File: config.mk
export PLATFORM = sky130hd
export DESIGN_NAME = bcd_digit_sequencer
export DESIGN_NICKNAME = d
export VERILOG_FILES = /design/src/rtl/bcd_digit_sequencer_pkg.sv /design/src/rtl/bcd_digit_sequencer_qr.sv /design/src/rtl/bcd_digit_sequencer.sv
export SDC_FILE = /design/constraint.sdc
export NUM_CORES = 1
export LEC_CHECK = 0
export CORE_ASPECT_RATIO = 1.25
export CORE_MARGIN = 3
export CORE_UTILIZATION = 50
export CTS_CLUSTER_DIAMETER = 150
export DETAILED_ROUTE_END_ITERATION = 10
export GPL_TIMING_DRIVEN = 0
export PLACE_DENSITY = 0.72
export SLEW_MARGIN = 20
export SYNTH_ARGS = -nofsm -noshare
export SYNTH_HDL_FRONTEND = slang
export SYNTH_SLANG_ARGS = --single-unit
File: constraint.sdc
create_clock -name clk -period 6.9 [get_ports clk]
set_input_delay 1.035 -clock clk [delete_from_list [all_inputs] [get_ports clk]]
set_output_delay 1.035 -clock clk [all_outputs]
set_load 0.01 [all_outputs]
File: src/rtl/bcd_digit_sequencer_pkg.sv
// Shared types and constants for the binary-to-BCD digit sequencer.
package bcd_digit_sequencer_pkg;

  localparam int unsigned DIGITS   = 4;
  localparam int unsigned BCD_W    = 4;
  localparam int unsigned VALUE_W  = 13;
  localparam int unsigned COUNT_W  = 2;
  localparam int unsigned DIGITS_W = DIGITS * BCD_W;

  localparam logic [COUNT_W-1:0] COUNT_LAST = COUNT_W'(DIGITS - 1);
  localparam logic [DIGITS-1:0]  BLANK_RST  = 4'b1110;

  typedef enum logic [1:0] {
    ST_IDLE = 2'd0,
    ST_CONV = 2'd1,
    ST_DONE = 2'd2
  } state_e;

  // Leading-zero mask: bit k set iff digits k..3 are all zero; ones digit never blanked.
  function automatic logic [DIGITS-1:0] blank_of(input logic [DIGITS_W-1:0] d);
    logic [DIGITS-1:0] b;
    b[0] = 1'b0;
    b[3] = (d[15:12] == 4'd0);
    b[2] = b[3] && (d[11:8] == 4'd0);
    b[1] = b[2] && (d[7:4] == 4'd0);
    return b;
  endfunction

endpackage

File: src/rtl/bcd_digit_sequencer_qr.sv
// Combinational divide-by-ten: quotient and BCD remainder of a 13-bit value.
module bcd_digit_sequencer_qr
  import bcd_digit_sequencer_pkg::*;
(
  input  logic [VALUE_W-1:0] dividend,
  output logic [VALUE_W-1:0] quotient,
  output logic [BCD_W-1:0]   remainder
);

  logic [VALUE_W-1:0] product;

  always_comb begin
    quotient  = dividend / VALUE_W'(10);
    product   = quotient * VALUE_W'(10);
    remainder = BCD_W'(dividend - product);
  end

endmodule

File: src/rtl/bcd_digit_sequencer.sv
// Sequential binary-to-BCD converter: one shared divide-by-ten over four iterations,
// with start/busy/done handshake and leading-zero blanking mask.
module bcd_digit_sequencer
  import bcd_digit_sequencer_pkg::*;
(
  input  logic                clk,
  input  logic                rst,
  input  logic                start,
  input  logic [VALUE_W-1:0]  value,
  output logic                busy,
  output logic                done,
  output logic [DIGITS_W-1:0] digits,
  output logic [DIGITS-1:0]   blank
);

  state_e              state_q, state_d;
  logic [VALUE_W-1:0]  work_q, work_d;
  logic [COUNT_W-1:0]  count_q, count_d;
  logic [DIGITS_W-1:0] sr_q, sr_d;
  logic [DIGITS_W-1:0] digits_q, digits_d;
  logic [DIGITS-1:0]   blank_q, blank_d;
  logic                busy_q, busy_d;
  logic                done_q, done_d;

  logic [VALUE_W-1:0]  quo;
  logic [BCD_W-1:0]    rem;

  bcd_digit_sequencer_qr u_qr (
    .dividend  (work_q),
    .quotient  (quo),
    .remainder (rem)
  );

  // Next-state and datapath; remainders enter at the top so the first lands in the ones slot.
  always_comb begin
    state_d  = state_q;
    work_d   = work_q;
    count_d  = count_q;
    sr_d     = sr_q;
    digits_d = digits_q;
    blank_d  = blank_q;

    case (state_q)
      ST_IDLE: begin
        if (start) begin
          work_d  = value;
          count_d = '0;
          state_d = ST_CONV;
        end
      end
      ST_CONV: begin
        sr_d    = {rem, sr_q[DIGITS_W-1:BCD_W]};
        work_d  = quo;
        count_d = count_q + COUNT_W'(1);
        if (count_q == COUNT_LAST) begin
          state_d  = ST_DONE;
          digits_d = sr_d;
          blank_d  = blank_of(sr_d);
        end
      end
      ST_DONE: state_d = ST_IDLE;
      default: state_d = ST_IDLE;
    endcase

    busy_d = (state_d != ST_IDLE);
    done_d = (state_d == ST_DONE);
  end

  always_ff @(posedge clk or posedge rst) begin
    if (rst) begin
      state_q  <= ST_IDLE;
      work_q   <= '0;
      count_q  <= '0;
      sr_q     <= '0;
      digits_q <= '0;
      blank_q  <= BLANK_RST;
      busy_q   <= 1'b0;
      done_q   <= 1'b0;
    end else begin
      state_q  <= state_d;
      work_q   <= work_d;
      count_q  <= count_d;
      sr_q     <= sr_d;
      digits_q <= digits_d;
      blank_q  <= blank_d;
      busy_q   <= busy_d;
      done_q   <= done_d;
    end
  end

  assign busy   = busy_q;
  assign done   = done_q;
  assign digits = digits_q;
  assign blank  = blank_q;

endmodule
==> impl_metrics.env, run 1 <==
export IMPL_status="finished clean"
export IMPL_syn_area_per_cell_um2=9.12
export IMPL_drt_first_pass_iters=7
export IMPL_synth_top_area_share=0.327
export IMPL_die_area_um2=8260
export IMPL_cts_buffers=5
export IMPL_finalCritPeriodShare=0.878
export IMPL_area_delta_synth_final_pct=16.1
export IMPL_period_needed_ps=6060
export IMPL_cts_resized=0
export IMPL_finalSetupTns_ps=0
export IMPL_cts_setup_buffers=0
export IMPL_place_gp_congestion=0.928
export IMPL_start_util=0.532
export IMPL_final_cell_mix="nand2_1 (64), dfrtp_1 (47), clkdlybuf4s50_1 (36)"
export IMPL_synthAdderAreaFrac=0.0188
export IMPL_final_cell_count_no_fill=527
export IMPL_vias_per_cell=5.98
export IMPL_timing_final_ws_setup_ps=842
export IMPL_drc=0
export IMPL_cts_tree="built"
export IMPL_grt_first_pass_wirelength_um=14600
export IMPL_die_h_um=101
export IMPL_grt_overflow_total=0
export IMPL_crit_path_start_kind="flop"
export IMPL_drv_cap=0
export IMPL_path_class="reg2reg"
export IMPL_grt_start_max_net_pins=29
export IMPL_ios=38
export IMPL_totalWireLength_um=8670
export IMPL_fp_dieW_um=81.9
export IMPL_synth_top_cell_by_area="dfrtp_1"
export IMPL_hold_class="reg2reg"
export IMPL_cts_buffer_depth=2
export IMPL_drtAntennaViolNets=0
export IMPL_port_buffers=36
export IMPL_synth_xor_area_frac=0.0288
export IMPL_worst_skew_pair_late_latency_ps=300
export IMPL_synthTopCellsByArea="dfrtp_1 (33%), nand2_1 (6.7%), mux2_2 (4.7%), o21ai_0 (2.8%), a21oi_1 (2.4%)"
export IMPL_clk_pin_slew_ps=100
export IMPL_ys_ff_latch=50
export IMPL_hpwl_um=6490
export IMPL_yosys_area_share_simple=0.223
export IMPL_rows=33
export IMPL_drv_slew=0
export IMPL_synth_cell_type_count=88
export IMPL_cp_arrival_ps=6290
export IMPL_synth_top_family_by_area="compound AO/OA/AOI/OAI gates"
export IMPL_synth_edf_count=0
export IMPL_grt_pass1_vias=3030
export IMPL_worst_slew_pin_slew_ps=704
export IMPL_dp_cells=519
export IMPL_clock_sinks=50
export IMPL_fmax_mhz=165
export IMPL_synth_ff_type="dfrtp_1"
export IMPL_fin_skew_ps=7.46
export IMPL_design_core_area_um2=6770
export IMPL_clock_root_buffer="clkbuf_8"
export IMPL_drtIter0Drc=141
export IMPL_synth_nets=415
export IMPL_required_ps=7130
export IMPL_fin_nets=459
export IMPL_drive_gt1_frac=0.173
export IMPL_yosysWarnings=0
export IMPL_hold_viol=0
export IMPL_post_drt_wl_per_cell_um=16.5
export IMPL_netlist_area_um2=3600
export IMPL_ys_seq_area_frac=0.349
export IMPL_antenna_cells=0
export IMPL_cp_max_fo=10
export IMPL_setup_violations=0
export IMPL_ctsHoldBuffers=0
export IMPL_slew_headroom=0.529
export IMPL_grtUsageTotal=0.224
export IMPL_htree_levels=2
export IMPL_async_reset_ff_frac=1.00
export IMPL_synth_compound_area_share=0.238
export IMPL_dpl_worst_slack_ps=961
export IMPL_final_common_cell="nand2_1"
export IMPL_endpoint_kind="flop"
export IMPL_antenna_found_initial=0
export IMPL_synth_mux_area_frac=0.0691
export IMPL_synthCells=395
export IMPL_via_count=3154
export IMPL_rsz0062_at_grt="false"
==> cells by family (layout without fill, tap and decap cells) <==
family | count (synthesis) | count (layout)
other cells | 1 | 1
buf+inv | 48 | 93
simple gates | 149 | 149
xor+xnor | 8 | 8
mux | 22 | 22
flops | 50 | 50
fa+ha+maj | 5 | 5
compound gates | 112 | 112
==> critical path, stage by stage (launching register included) <==
cell	delay (ps)
dfrtp_1	480
buf_6	190
xnor2_2	220
a21oi_2	90
o311ai_2	420
o31a_1	310
a21boi_1	130
o211ai_1	490
inv_1	140
o211ai_1	190
a21oi_1	90
o32ai_1	650
ha_1	350
nor2b_1	160
a2111oi_2	350
nor3_1	100
and4_4	210
inv_1	60
ha_1	130
inv_1	50
fa_1	490
nor3b_1	320
nand3_1	180
o31ai_2	200
==> layout make-up <==
cell class	count	area, µm²
Buffer	33	205
Tap cell	87	109
Clock inverter	3	21.3
Inverter	15	56.3
Sequential cell	50	1250
Multi-Input combinational cell	297	2080
Clock buffer	5	68.8
Timing Repair Buffer	37	380
Fill cell	584	2590
==> final timing paths <==
path	startpoint	endpoint	slack [ps]	cells after the start
worst max-delay path	work_q[8]	blank[1]	840	23
worst min-delay path	blank[3]	blank[3]	460	2
worst max register to register	work_q[8]	blank[1]	840	23
worst min register to register	blank[3]	blank[3]	460	2
max in group asynchronous	rst	blank[3]	5250	3
min in group asynchronous	rst	digits[2]	1060	2
==> registers in the layout (all words and copies together), names as in the netlist <==
signal / flops
digits: 16
count_q: 2
sr_q: 12
busy: 1
work_q: 13
done: 1
blank: 3
state_q: 2
==> layer usage <==
| metal | track usage | share of wire |
|---|---|---|
| met1 | 0.287 | 0.43 |
| met4 | 0.0678 | 0.017 |
| met3 | 0.0233 | 0.046 |
| met5 | 0 | 0 |
| met2 | 0.391 | 0.51 |
==> cells in the mapped netlist, types with 6 or more instances <==
master,count
o211ai_1,8
nor3_1,6
buf_6,6
nand3_1,10
a21oi_1,17
inv_1,14
mux2_2,15
dfrtp_1,47
nor2b_1,7
o21ai_0,20
nor2_1,20
nand2b_1,7
clkbuf_1,15
nand2_1,64
==> stage by stage <==
step / hold slack, ps / area [µm²] / util
2_1_floorplan: 442 / 3600 / -
3_3_place_gp: 456 / 4070 / 0.601
3_5_place_dp: 455 / 4090 / 0.604
4_1_cts: 468 / 4180 / 0.617
5_1_grt: 483 / 4180 / 0.617
6_report: 464 / 4180 / 0.617
Power of run 1 is left out: the tool's default activity adds up to more than one toggle a clock period on the data nets, which glitch-free logic cannot reach.
==> run 2, diff against run 1 <==
Settings changed: CTS_CLUSTER_SIZE set to 8, REMOVE_ABC_BUFFERS set to 1.
==> impl_metrics.env, run 2 (same netlist as run 1, synthesis figures left out) <==
export IMPL_status="finished clean"
export IMPL_port_buffers=36
export IMPL_largest_reg_flops=16
export IMPL_worst_slew_pin_slew_ps=922
export IMPL_die_area_um2=8260
export IMPL_slowest_delay_ps=960
export IMPL_timing_rr_start="work_q[11]"
export IMPL_path_buf_inv=3
export IMPL_rows=33
export IMPL_required_ps=7120
export IMPL_critPathMostFrequentCell="inv_1"
export IMPL_drive_gt1_frac=0.147
export IMPL_worst_path_stages=22
export IMPL_antenna_found_initial=0
export IMPL_place_gp_congestion=0.891
export IMPL_r2r_end="blank[1]"
export IMPL_final_common_cell="nand2_1"
export IMPL_cts_resized=0
export IMPL_path_class="reg2reg"
export IMPL_cts_buffer_depth=2
export IMPL_slew_headroom=0.385
export IMPL_clock_root_buffer="clkbuf_8"
export IMPL_drtIter0Drc=102
export IMPL_fmax_mhz=161
export IMPL_dpl_instance_area_um2=3890
export IMPL_worst_path_max_delay_cell="dfrtp_1"
export IMPL_fin_area_um2=3980
export IMPL_drv_slew=0
export IMPL_clk_pin_slew_ps=90
export IMPL_critical_path_cell_chain="nor3b_1, a21o_1, a2111oi_4, a21o_1, a21boi_1, o211ai_1, inv_1, o211ai_1, a21oi_1, o32ai_1, ha_1, nor2b_1, a2111oi_2, nor3_1, and4_4, inv_1, ha_1, inv_1, fa_1, nor3b_1, nand3_1, o31ai_2"
export IMPL_fin_nets=426
export IMPL_post_drt_wl_per_cell_um=16.0
export IMPL_cts_tree="built"
export IMPL_worst_skew_pair_late_latency_ps=310
export IMPL_hold_viol=0
export IMPL_endpoint_kind="flop"
export IMPL_crit_end="blank[1]"
export IMPL_die_h_um=101
export IMPL_hold_class="reg2reg"
export IMPL_drtAntennaViolNets=0
export IMPL_grt_start_max_net_pins=37
export IMPL_cp_startpoint="work_q[11]"
export IMPL_ios=38
export IMPL_grt_first_pass_wirelength_um=13400
export IMPL_finalSetupTns_ps=0
export IMPL_drv_cap=0
export IMPL_cts_buffers=5
export IMPL_cp_max_fo=27
export IMPL_grt_overflow_total=0
export IMPL_crit_path_start_kind="flop"
export IMPL_totalWireLength_um=7930
export IMPL_start_util=0.532
export IMPL_drt_first_pass_iters=4
export IMPL_hpwl_um=5680
export IMPL_htree_levels=2
export IMPL_ctsHoldBuffers=0
export IMPL_period_needed_ps=6200
export IMPL_final_core_util=0.587
export IMPL_grt_pass1_vias=2764
export IMPL_fp_dieW_um=81.9
export IMPL_final_cell_mix="nand2_1 (64), dfrtp_1 (47), clkdlybuf4s50_1 (36)"
export IMPL_r2r_cells=22
export IMPL_n_fill_cell=638
export IMPL_via_count=2978
export IMPL_area_delta_synth_final_pct=10.5
export IMPL_finalCritPeriodShare=0.898
export IMPL_setup_violations=0
export IMPL_vias_per_cell=6.03
export IMPL_rsz0062_at_grt="false"
export IMPL_drc=0
export IMPL_cp_top_family="compound AO/OA/AOI/OAI gates"
export IMPL_fin_hold_ws_ps=462
export IMPL_fin_skew_ps=7.98
export IMPL_clock_sinks=50
export IMPL_cts_setup_buffers=0
export IMPL_cp_arrival_ps=6420
export IMPL_rrSetupSlack_ps=700
export IMPL_antenna_cells=0
export IMPL_grtUsageTotal=0.203
export IMPL_design_core_area_um2=6770
==> run 2: changes by cell type in the layout (fill, tap and decap cells not counted) <==
cell and change:
clkbuf_1 -15, buf_6 -6, buf_2 -5, buf_4 -3, clkbuf_4 -2, buf_1 -1
buf_8 -1, nor2b_1 -1, nor2b_2 +1
==> run 2: worst min path at each step <==
stage              from       end  slack (ps)  cells past startpoint
6_report       blank[3]  blank[3]         460                      2
5_1_grt        blank[2]  blank[2]         500                      2
4_1_cts        blank[3]  blank[3]         470                      2
3_5_place_dp   blank[3]  blank[3]         450                      2
3_3_place_gp   blank[3]  blank[3]         450                      2
2_1_floorplan   sr_q[7]   sr_q[7]         440                      2
==> run 2: worst min-delay path, delay by kind of cell (launching register included) <==
family | cells | cell delay (ps)
flip-flops | 1 | 380
AO/OA/AOI/OAI | 1 | 50
AND/OR/NAND/NOR | 1 | 40
==> run 2: through the flow <==
stage	cells	setup WS [ps]
global route	494	188
global placement	485	809
CTS	494	707
detailed placement	486	758
floorplan	362	1590
finish	494	704
==> run 2: layout make-up <==
type / count / area [µm²] / share of cell area
Tap cell: 87 / 109 / 0.0274
Timing Repair Buffer: 37 / 380 / 0.0956
Multi-Input combinational cell: 297 / 2090 / 0.525
Inverter: 15 / 56.3 / 0.0142
Clock buffer: 5 / 68.8 / 0.0173
Sequential cell: 50 / 1250 / 0.316
Clock inverter: 3 / 21.3 / 0.00535
==> run 2: metal layers <==
metal | share of wire | routed length [µm] | up-vias | GRT usage
met1 | 0.45 | 3560 | 1429 | 0.277
met4 | 0.018 | 146 | 0 | 0.0639
met2 | 0.49 | 3920 | 76 | 0.333
met5 | 0 | 0 | - | 0
met3 | 0.038 | 301 | 14 | 0.0250
li1 | - | - | 1459 | -
Power of run 2 is left out for the same reason.
==> run 3, diff against run 2 <==
Settings changed: CORE_ASPECT_RATIO 1.25 to 0.8, REMOVE_ABC_BUFFERS 1 to unset.
==> impl_metrics.env, run 3 (same netlist as run 1, synthesis figures left out) <==
export IMPL_status="finished clean"
export IMPL_n_fill_cell=614
export IMPL_grtUsageTotal=0.220
export IMPL_r2r_cells=23
export IMPL_clk_pin_slew_ps=100
export IMPL_rsz0062_at_grt="false"
export IMPL_setup_violations=0
export IMPL_cts_buffer_depth=2
export IMPL_hpwl_um=6650
export IMPL_finalCritPeriodShare=0.877
export IMPL_worstHoldStart="blank[3]"
export IMPL_cts_buffers=5
export IMPL_fp_dieW_um=101
export IMPL_largest_reg_flops=16
export IMPL_wl_met3_um=466
export IMPL_critPathMostFrequentCell="inv_1"
export IMPL_start_util=0.520
export IMPL_path_buf_inv=4
export IMPL_critical_path_cell_chain="buf_6, xnor2_2, a21oi_2, o311ai_2, o31a_1, a21boi_1, o211ai_1, inv_1, o211ai_1, a21oi_1, o32ai_1, ha_1, nor2b_1, a2111oi_2, nor3_1, and4_4, inv_1, ha_1, inv_1, fa_1, nor3b_1, nand3_1, o31ai_2"
export IMPL_antenna_found_initial=0
export IMPL_fmax_mhz=165
export IMPL_ctsHoldBuffers=0
export IMPL_drc=0
export IMPL_drv_slew=0
export IMPL_r2r_end="blank[1]"
export IMPL_final_common_cell="nand2_1"
export IMPL_grt_first_pass_wirelength_um=14500
export IMPL_rows=27
export IMPL_port_buffers=36
export IMPL_drive_gt1_frac=0.173
export IMPL_die_area_um2=8260
export IMPL_drtIter0Drc=200
export IMPL_cp_arrival_ps=6280
export IMPL_hold_class="reg2reg"
export IMPL_period_needed_ps=6050
export IMPL_endpoint_kind="flop"
export IMPL_worst_slew_pin_slew_ps=654
export IMPL_timing_rr_start="work_q[8]"
export IMPL_grt_pass1_vias=2873
export IMPL_totalWireLength_um=8960
export IMPL_clock_sinks=50
export IMPL_hold_end="blank[3]"
export IMPL_rrSetupSlack_ps=850
export IMPL_ios=38
export IMPL_cp_top_family="compound AO/OA/AOI/OAI gates"
export IMPL_vias_per_cell=5.97
export IMPL_path_class="reg2reg"
export IMPL_wl_met1_um=4390
export IMPL_cts_setup_buffers=0
export IMPL_place_gp_congestion=0.915
export IMPL_met2_length_um=4040
export IMPL_whs_path_depth=2
export IMPL_via_count=3147
export IMPL_worst_path_max_delay_cell="o32ai_1"
export IMPL_crit_path_start_kind="flop"
export IMPL_post_drt_wl_per_cell_um=17.0
export IMPL_finalSetupTns_ps=0
export IMPL_final_cell_mix="nand2_1 (64), dfrtp_1 (47), clkdlybuf4s50_1 (36)"
export IMPL_required_ps=7130
export IMPL_clock_root_buffer="clkbuf_8"
export IMPL_worst_skew_pair_late_latency_ps=310
export IMPL_drt_first_pass_iters=4
export IMPL_die_h_um=81.9
export IMPL_grt_overflow_total=0
export IMPL_fin_skew_ps=9.64
export IMPL_drv_cap=0
export IMPL_hold_viol=0
export IMPL_cts_tree="built"
export IMPL_top_layer="met4"
export IMPL_slowest_delay_ps=610
export IMPL_grt_start_max_net_pins=35
export IMPL_slew_headroom=0.562
export IMPL_cts_resized=0
export IMPL_htree_levels=2
export IMPL_design_core_area_um2=6930
export IMPL_antenna_cells=0
export IMPL_cp_max_fo=10
export IMPL_area_delta_synth_final_pct=16.3
export IMPL_fin_nets=459
export IMPL_drtAntennaViolNets=0
[run 3: changes by cell type in the layout (fill, tap and decap cells not counted), moves of 2 or more]
cell      delta
clkbuf_4     +2
buf_4        +3
buf_2        +5
buf_6        +6
clkbuf_1    +15
[run 3: tightest hold or removal path, delay by kind of cell, from the launching register on]
kind,cells,cell delay (ps)
DFF,1,380
and+or+nand+nor,1,50
AOI/OAI and AO/OA,1,50
[run 3: layout make-up]
type	count	area (µm²)	area share
plain buffers	33	205	0.0490
clock buffers	5	68.8	0.0164
clock inverters	3	28.8	0.00687
inverters	15	56.3	0.0134
multi-input cells	297	2080	0.498
flip-flops and latches	50	1250	0.300
well taps	87	109	0.0260
repair buffers	37	380	0.0908
[run 3: per-stage QoR]
step | area [µm²] | hold WS, ps | setup slack, ps | utilization | instances
2_1_floorplan | 3600 | 442 | 1820 | - | 395
4_1_cts | 4190 | 476 | 898 | 0.605 | 527
3_5_place_dp | 4090 | 461 | 928 | 0.591 | 519
3_3_place_gp | 4070 | 456 | 959 | 0.588 | 518
6_report | 4190 | 475 | 850 | 0.605 | 527
5_1_grt | 4190 | 491 | 409 | 0.605 | 527
[run 3: per-layer routing]
metal,track usage,vias up
met5,0,-
met4,0.0269,0
met3,0.0382,6
met2,0.327,90
met1,0.340,1532
li1,-,1519
[run 3: worst max path at each step]
stage / startpoint / to / slack (ps) / depth (start not counted)
6_report: work_q[8] / blank[1] / 850 / 23
5_1_grt: work_q[8] / blank[1] / 410 / 23
4_1_cts: work_q[8] / blank[1] / 900 / 23
3_5_place_dp: work_q[8] / blank[1] / 930 / 23
3_3_place_gp: work_q[8] / blank[1] / 960 / 23
2_1_floorplan: work_q[9] / digits[15] / 1820 / 23
Power of run 3 is left out for the same reason.
